[config.mk]
export PLATFORM = sky130hd
export DESIGN_NAME = rc4_stream_xor
export DESIGN_NICKNAME = d
export VERILOG_FILES = /design/src/rtl/rc4_stream_xor.sv
export SDC_FILE = /design/constraint.sdc
export NUM_CORES = 1
export LEC_CHECK = 0
export CORE_ASPECT_RATIO = 1.25
export CORE_UTILIZATION = 48
export CTS_CLUSTER_DIAMETER = 80
export DETAILED_ROUTE_END_ITERATION = 7
export DONT_BUFFER_PORTS = 1
export PLACE_DENSITY = 0.65
export SKIP_CTS_REPAIR_TIMING = 1
export SYNTH_ARGS = -nofsm -noshare
export SYNTH_HDL_FRONTEND = slang
export SYNTH_SLANG_ARGS = --single-unit
[constraint.sdc]
create_clock -name clk -period 6.25 [get_ports clk]
set_clock_uncertainty 0.2 [all_clocks]
set_input_delay 1.25 -clock clk [delete_from_list [all_inputs] [get_ports clk]]
set_output_delay 1.25 -clock clk [all_outputs]
set_load 0.1 [all_outputs]
[src/rtl/rc4_stream_xor.sv]
// RC4 keystream combiner: buffers keystream bytes in a small FIFO and XORs them
// in order with a length-delimited data byte stream onto a valid/ready output.
`timescale 1ns/1ps
module rc4_stream_xor #(
    parameter int unsigned KS_DEPTH = 4,
    parameter int unsigned LEN_W    = 16
) (
    input  logic             clk,
    input  logic             rst_n,
    input  logic             start,
    input  logic [LEN_W-1:0] msg_len,
    input  logic             ks_flush,
    input  logic             ks_valid,
    input  logic [7:0]       ks_data,
    output logic             ks_ready,
    input  logic             din_valid,
    input  logic [7:0]       din_data,
    output logic             din_ready,
    output logic             dout_valid,
    output logic [7:0]       dout_data,
    input  logic             dout_ready,
    output logic             busy,
    output logic             done
);

    localparam int unsigned AW = (KS_DEPTH > 1) ? $clog2(KS_DEPTH) : 1;
    localparam int unsigned PW = AW + 1;

    typedef enum logic [1:0] {
        ST_IDLE = 2'd0,
        ST_RUN  = 2'd1,
        ST_DONE = 2'd2
    } state_e;

    state_e           state_q,      state_d;
    logic [LEN_W-1:0] len_q,        len_d;
    logic [LEN_W-1:0] in_cnt_q,     in_cnt_d;
    logic [LEN_W-1:0] out_cnt_q,    out_cnt_d;
    logic [PW-1:0]    wr_ptr_q,     wr_ptr_d;
    logic [PW-1:0]    rd_ptr_q,     rd_ptr_d;
    logic [7:0]       mem_q [KS_DEPTH];
    logic [7:0]       mem_d [KS_DEPTH];
    logic             dout_valid_q, dout_valid_d;
    logic [7:0]       dout_data_q,  dout_data_d;

    logic fifo_full;
    logic fifo_empty;
    logic flush_en;
    logic ks_wr;
    logic consume;
    logic out_hs;
    logic last_hs;

    // FIFO status, handshake qualifiers and status outputs decoded from registered state
    always_comb begin
        fifo_empty = (wr_ptr_q == rd_ptr_q);
        fifo_full  = (wr_ptr_q[PW-1] != rd_ptr_q[PW-1]) &&
                     (wr_ptr_q[AW-1:0] == rd_ptr_q[AW-1:0]);
        flush_en   = ks_flush && (state_q == ST_IDLE);
        ks_ready   = !fifo_full;
        ks_wr      = ks_valid && !fifo_full && !flush_en;
        din_ready  = (state_q == ST_RUN) && !fifo_empty && (in_cnt_q < len_q) &&
                     (!dout_valid_q || dout_ready);
        consume    = din_valid && din_ready;
        out_hs     = dout_valid_q && dout_ready;
        last_hs    = out_hs && (out_cnt_q == (len_q - LEN_W'(1)));
        busy       = (state_q == ST_RUN);
        done       = (state_q == ST_DONE);
        dout_valid = dout_valid_q;
        dout_data  = dout_data_q;
    end

    // Next-state logic for the message FSM, counters, FIFO and output register
    always_comb begin
        state_d      = state_q;
        len_d        = len_q;
        in_cnt_d     = in_cnt_q;
        out_cnt_d    = out_cnt_q;
        wr_ptr_d     = wr_ptr_q;
        rd_ptr_d     = rd_ptr_q;
        mem_d        = mem_q;
        dout_valid_d = dout_valid_q;
        dout_data_d  = dout_data_q;

        unique case (state_q)
            ST_IDLE: begin
                if (start) begin
                    len_d     = msg_len;
                    in_cnt_d  = '0;
                    out_cnt_d = '0;
                    state_d   = (msg_len != '0) ? ST_RUN : ST_DONE;
                end
            end
            ST_RUN: begin
                if (last_hs) begin
                    state_d = ST_DONE;
                end
            end
            ST_DONE: begin
                state_d = ST_IDLE;
            end
            default: begin
                state_d = ST_IDLE;
            end
        endcase

        // Keystream FIFO: flush wins over any write in the same cycle
        if (flush_en) begin
            wr_ptr_d = '0;
            rd_ptr_d = '0;
        end else begin
            if (ks_wr) begin
                mem_d[wr_ptr_q[AW-1:0]] = ks_data;
                wr_ptr_d = wr_ptr_q + PW'(1);
            end
            if (consume) begin
                rd_ptr_d = rd_ptr_q + PW'(1);
            end
        end

        // Output register: a reload in the same cycle as a handshake keeps valid high
        if (out_hs) begin
            dout_valid_d = 1'b0;
            out_cnt_d    = out_cnt_q + LEN_W'(1);
        end
        if (consume) begin
            dout_valid_d = 1'b1;
            dout_data_d  = din_data ^ mem_q[rd_ptr_q[AW-1:0]];
            in_cnt_d     = in_cnt_q + LEN_W'(1);
        end
    end

    // State register; reset discards the FIFO and any message in flight
    always_ff @(posedge clk or negedge rst_n) begin
        if (!rst_n) begin
            state_q      <= ST_IDLE;
            len_q        <= '0;
            in_cnt_q     <= '0;
            out_cnt_q    <= '0;
            wr_ptr_q     <= '0;
            rd_ptr_q     <= '0;
            dout_valid_q <= 1'b0;
            dout_data_q  <= '0;
            for (int i = 0; i < int'(KS_DEPTH); i++) begin
                mem_q[i] <= '0;
            end
        end else begin
            state_q      <= state_d;
            len_q        <= len_d;
            in_cnt_q     <= in_cnt_d;
            out_cnt_q    <= out_cnt_d;
            wr_ptr_q     <= wr_ptr_d;
            rd_ptr_q     <= rd_ptr_d;
            dout_valid_q <= dout_valid_d;
            dout_data_q  <= dout_data_d;
            mem_q        <= mem_d;
        end
    end

endmodule
## Word level (Yosys, flattened, before mapping)

Cells that the tools add are included.

- Magnitude comparators: 4
- Eq/ne operators: 8
- Mux-type cells: 20
- Reduce and logical (&&, ||, !) cells: 30
- Bitwise gates (word level): 4
- Add/sub/neg operators: 5

Operators with widths:

| kind | count |
|---|---|
| 2-to-1 mux 16 bit | 4 |
| adder 16 x 1 -> 16 bit, second input constant | 2 |
| bitwise mux 32 bit | 1 |
| 2-to-1 mux 8 bit | 3 |
| binary-select mux 8 bit (select 2 bit) | 1 |
| demux 8 bit (select 2 bit) | 1 |
| equality test 16 bit | 1 |
| less-than comparator 16 bit | 1 |
| nonzero test 16 bit | 1 |
| subtractor 16 x 1 -> 16 bit, second input constant | 1 |
| nonzero test 2 bit | 7 |
| 2-to-1 mux 3 bit | 4 |
| logical AND 1 bit | 11 |
| AND reduction 2 bit | 5 |
| bitwise XOR 8 bit | 1 |
| adder 3 x 1 -> 3 bit, second input constant | 2 |
| greater-or-equal comparator 3 bit, second input constant | 2 |
| 2-to-1 mux 2 bit | 3 |
| inverter 2 -> 3 bit | 2 |
| zero test 1 bit | 4 |
| one-hot mux 2 bit (2 select lines) | 1 |
| equality test 3 bit | 1 |
| less-than comparator 3 x 1 -> 1 bit, second input constant | 1 |
| equality test 2 x 1 -> 1 bit, second input constant | 1 |
| other kinds (9) | 10 |

- Bits in registers: 97
- Word-level logic and storage cells: 83
- Output and inout bits: 13

## Longest topological paths before layout

- Depth in word-level cells: 8
- Depth in mapped cells: 12
- Gate-level depth less buffers: 8

## Least setup slack after synthesis

OpenSTA, ideal clock, no wires.

- Kind: input to output
- Start point: input port dout_ready
- End point: output port din_ready
- Required time: 4800 ps
- Cell stages on the path: 4
- Path slack: 1143 ps
- Arrival: 3657 ps
- Cells stage by stage: nor2b_1 > nor3_1 > o211ai_1 > nor3_1

- Longest elaborated chain between the ends: 2

Ends and longest elaborated chain:

| element | line | source |
|---|---|---|
| start, declared | 21 | `input logic dout_ready,` |
| logical OR 1 bit | 63 | `(!dout_valid_q \|\| dout_ready);` |
| logical AND 1 bit | 62 | `din_ready = (state_q == ST_RUN) && !fifo_empty && (in_cnt_q < len_q) &&` |
| end, declared | 18 | `output logic din_ready,` |

No other way between the ends.

## Worst setup path in the final report

- Start point: register dout_valid_q, in the netlist dout_valid
- End point: output port din_ready

- Longest elaborated chain between the ends: 3

Ends and longest elaborated chain:

| element | line | source |
|---|---|---|
| start, declared | 43 | `logic dout_valid_q, dout_valid_d;` |
| start signal, assigned | 154 | `dout_valid_q <= dout_valid_d;` |
| zero test 1 bit | 63 |  |
| logical OR 1 bit | 63 |  |
| logical AND 1 bit | 62 |  |

No other way between the ends.

==> key figures <==
Outcome
  • Status: complete, no violations

Routing
  • Detailed Route WL: 11800 um
  • Drt drc: 0
  • DR vias: 3935
  • Starting DRT DRC Count: 182
  • First drt pass iteration count: 4
  • Via/cell ratio: 5.91
  • DR WL/cell: 17.7 um
  • Routed Antenna Nets: 0

Timing
  • Fin. Hold Viols: 0
  • RSZ-0062 raised after global routing: no
  • Measured slew at the worst slew-check pin: 1.11 ns
  • Slew Limit Fails: 0
  • Setup TNS: 0 ns
  • Period utilization: 61.9%
  • Peak Freq: 0.258 GHz
  • Slew headroom: 26.0%
  • Min cycle time layout: 3.87 ns
  • Setup violators final: 0
  • Min Hold Slack: 0.291 ns

Placement
  • IO buf count: 0
  • HPWL Detailed: 8480 um
  • Routability cong.: 0.837

Global route
  • Global Route Usage Sum: 21.9%
  • Vias in the first global route: 4043
  • First-pass GRT wire length: 20200 um
  • Initial antenna violation count: 0
  • Largest net degree at the start of global routing: 98
  • Global route overflow: 0

Flow run
  • Max cap viols: 0

Finish
  • Final nets: 591
  • Register area: 2430 um2
  • Post-Route Utilization: 54.1%
  • Diode count: 0
  • Multi-input logic area: 2800 um2
  • Layout cell share with drive strength beyond 1: 12.4%
  • # fillers: 927
  • Layout area overhead: 8.24%

Setup path
  • CP startpoint kind: flop
  • Crit path DAT: 2.42 ns
  • Worst-path fanout max: 4
  • Critical path class: reg -> out
  • Critical Path RT: 4.80 ns
  • Crit path capture type: output port

Floorplan
  • Row count: 42
  • Die Y: 120 um
  • Die ar.: 11700 um2
  • Initial Utilization: 50.0%
  • Core Box Area: 10800 um2
  • Die Wd: 96.8 um
  • IO Count: 52

Logic synthesis
  • Post-synthesis sequential area ratio: 45.1%
  • Cell Area, Synth: 5390 um2
  • Synth top area cells: dfrtp_1 45%, mux2_2 6.9%, ha_1 5.3%
  • Mapped Cells: 534
  • Yosys reg bits: 97
  • Most frequent cell after synthesis: dfrtp_1
  • Primary FF master, synth: dfrtp_1
  • Syn Area/Cell: 10.1 um2
  • Post-synthesis net count: 596
  • Area leader, netlist: dfrtp_1
  • Asr flop ratio synth: 100%
  • Most instantiated cells after synthesis: 97 x dfrtp_1, 61 x nand2_1, 53 x o21ai_0
  • Top cell type's share of synthesized area: 45.1%
  • Post-synth EDFFs: 0
  • Post-synthesis cell type count: 55
  • Syn. warnings: 0

Clock tree
  • # clock sinks: 97
  • CTS Root Buffer Type: clkbuf_16
  • Worst skew pair latency: 0.35 ns
  • TritonCTS clock tree: yes
  • Clock Path Buffers: 2
  • CTS buffer count: 9
  • Worst-path clk slew: 0.07 ns
  • CTS H-tree lvls: 3

Power and ir drop
  • Power, Total: 2.49 mW
  • Power Density: 427 nW/um2
  • Static leakage: 2.53 nW
  • Maximum vdd drop: 332 uV

Worst hold path
  • Worst hold path type: reg -> reg
-- worst paths after layout --
kind / from / to / slack [ns] / cells after the start
hold / removal: in_cnt_q[15] / in_cnt_q[15] / 0.29 / 1
setup reg to reg: rd_ptr_q[0] / mem_q[11] / 2.59 / 6
max in group asynchronous: rst_n / mem_q[2] / 5.29 / 0
min in group asynchronous: rst_n / out_cnt_q[2] / 0.39 / 0
setup / recovery: dout_valid / din_ready / 2.38 / 5
hold reg to reg: in_cnt_q[15] / in_cnt_q[15] / 0.29 / 1
-- sequential cells by signal, indices dropped and copies added, names as in the netlist, 2 cells and up --
signal     flops
out_cnt_q     16
dout_data      8
len_q         16
mem_q         32
in_cnt_q      16
rd_ptr_q       3
wr_ptr_q       3
state_q        2
-- stage by stage --
stage	instance area, um2	worst slack (ns)	std cells
finish	5830	2.38	666
global route	5830	2.31	666
CTS	5830	2.39	666
detailed placement	5520	2.55	650
global placement	5520	2.53	650
floorplan	5390	1.14	534
-- final cells by class --
type / instances / share of cell area, %
Clock inverter: 7 / 1.46
Multi-Input combinational cell: 396 / 48.0
Inverter: 21 / 1.35
Timing Repair Buffer: 4 / 0.858
Tap cell: 132 / 2.83
Clock buffer: 9 / 3.86
Sequential cell: 97 / 41.6
-- metal layers --
| layer | GRT usage [%] | routed length (um) |
|---|---|---|
| met5 | 0 | 0 |
| met2 | 35.7 | 5760 |
| met4 | 7.84 | 240 |
| met1 | 28.6 | 5300 |
| met3 | 5.26 | 518 |
-- power by group --
group / total, mW / switching [mW] / leakage, nW / internal, mW
clock network: 0.587 / 0.269 / 0.146 / 0.318
logic: 0.739 / 0.366 / 1.22 / 0.372
registers: 1.16 / 0.360 / 1.16 / 0.803
-- logic make-up after synthesis --
family	Yosys count	synth area share, %
and+or+nand+nor	197	18.6
buffers and inverters	41	3.11
xor gates and xnor gates	33	5.64
adders and majority gates	23	5.34
DFF	97	45.1
muxes	48	11.5
AOI/OAI and AO/OA	95	10.7
-- layout by cell type, fill, tap and decap left out, types with 4 or more instances in the layout --
cell,n
clkbuf_16,9
nor4_1,11
nor2_1,24
nand3_1,28
nand4_1,10
dfrtp_1,97
or3_1,7
or4_1,5
nand2b_1,4
mux4_2,8
mux2i_1,7
mux2_2,33
nand2_1,61
xor2_1,11
a21oi_1,11
and2_1,4
nor3_1,12
xnor2_1,21
inv_1,21
o21ai_0,53
nor2b_1,6
and3_1,10
nor3b_1,5
a211o_1,4
ha_1,23
-- worst max-delay path, cell delays in order (launching register included) --
cell      delay (ns)
dfrtp_1         0.75
nor2b_1         0.34
nor3_1          0.21
o211ai_1        0.21
nor3_2          0.34
buf_16          0.21
Note: power is estimated with default switching activity, not from simulation.
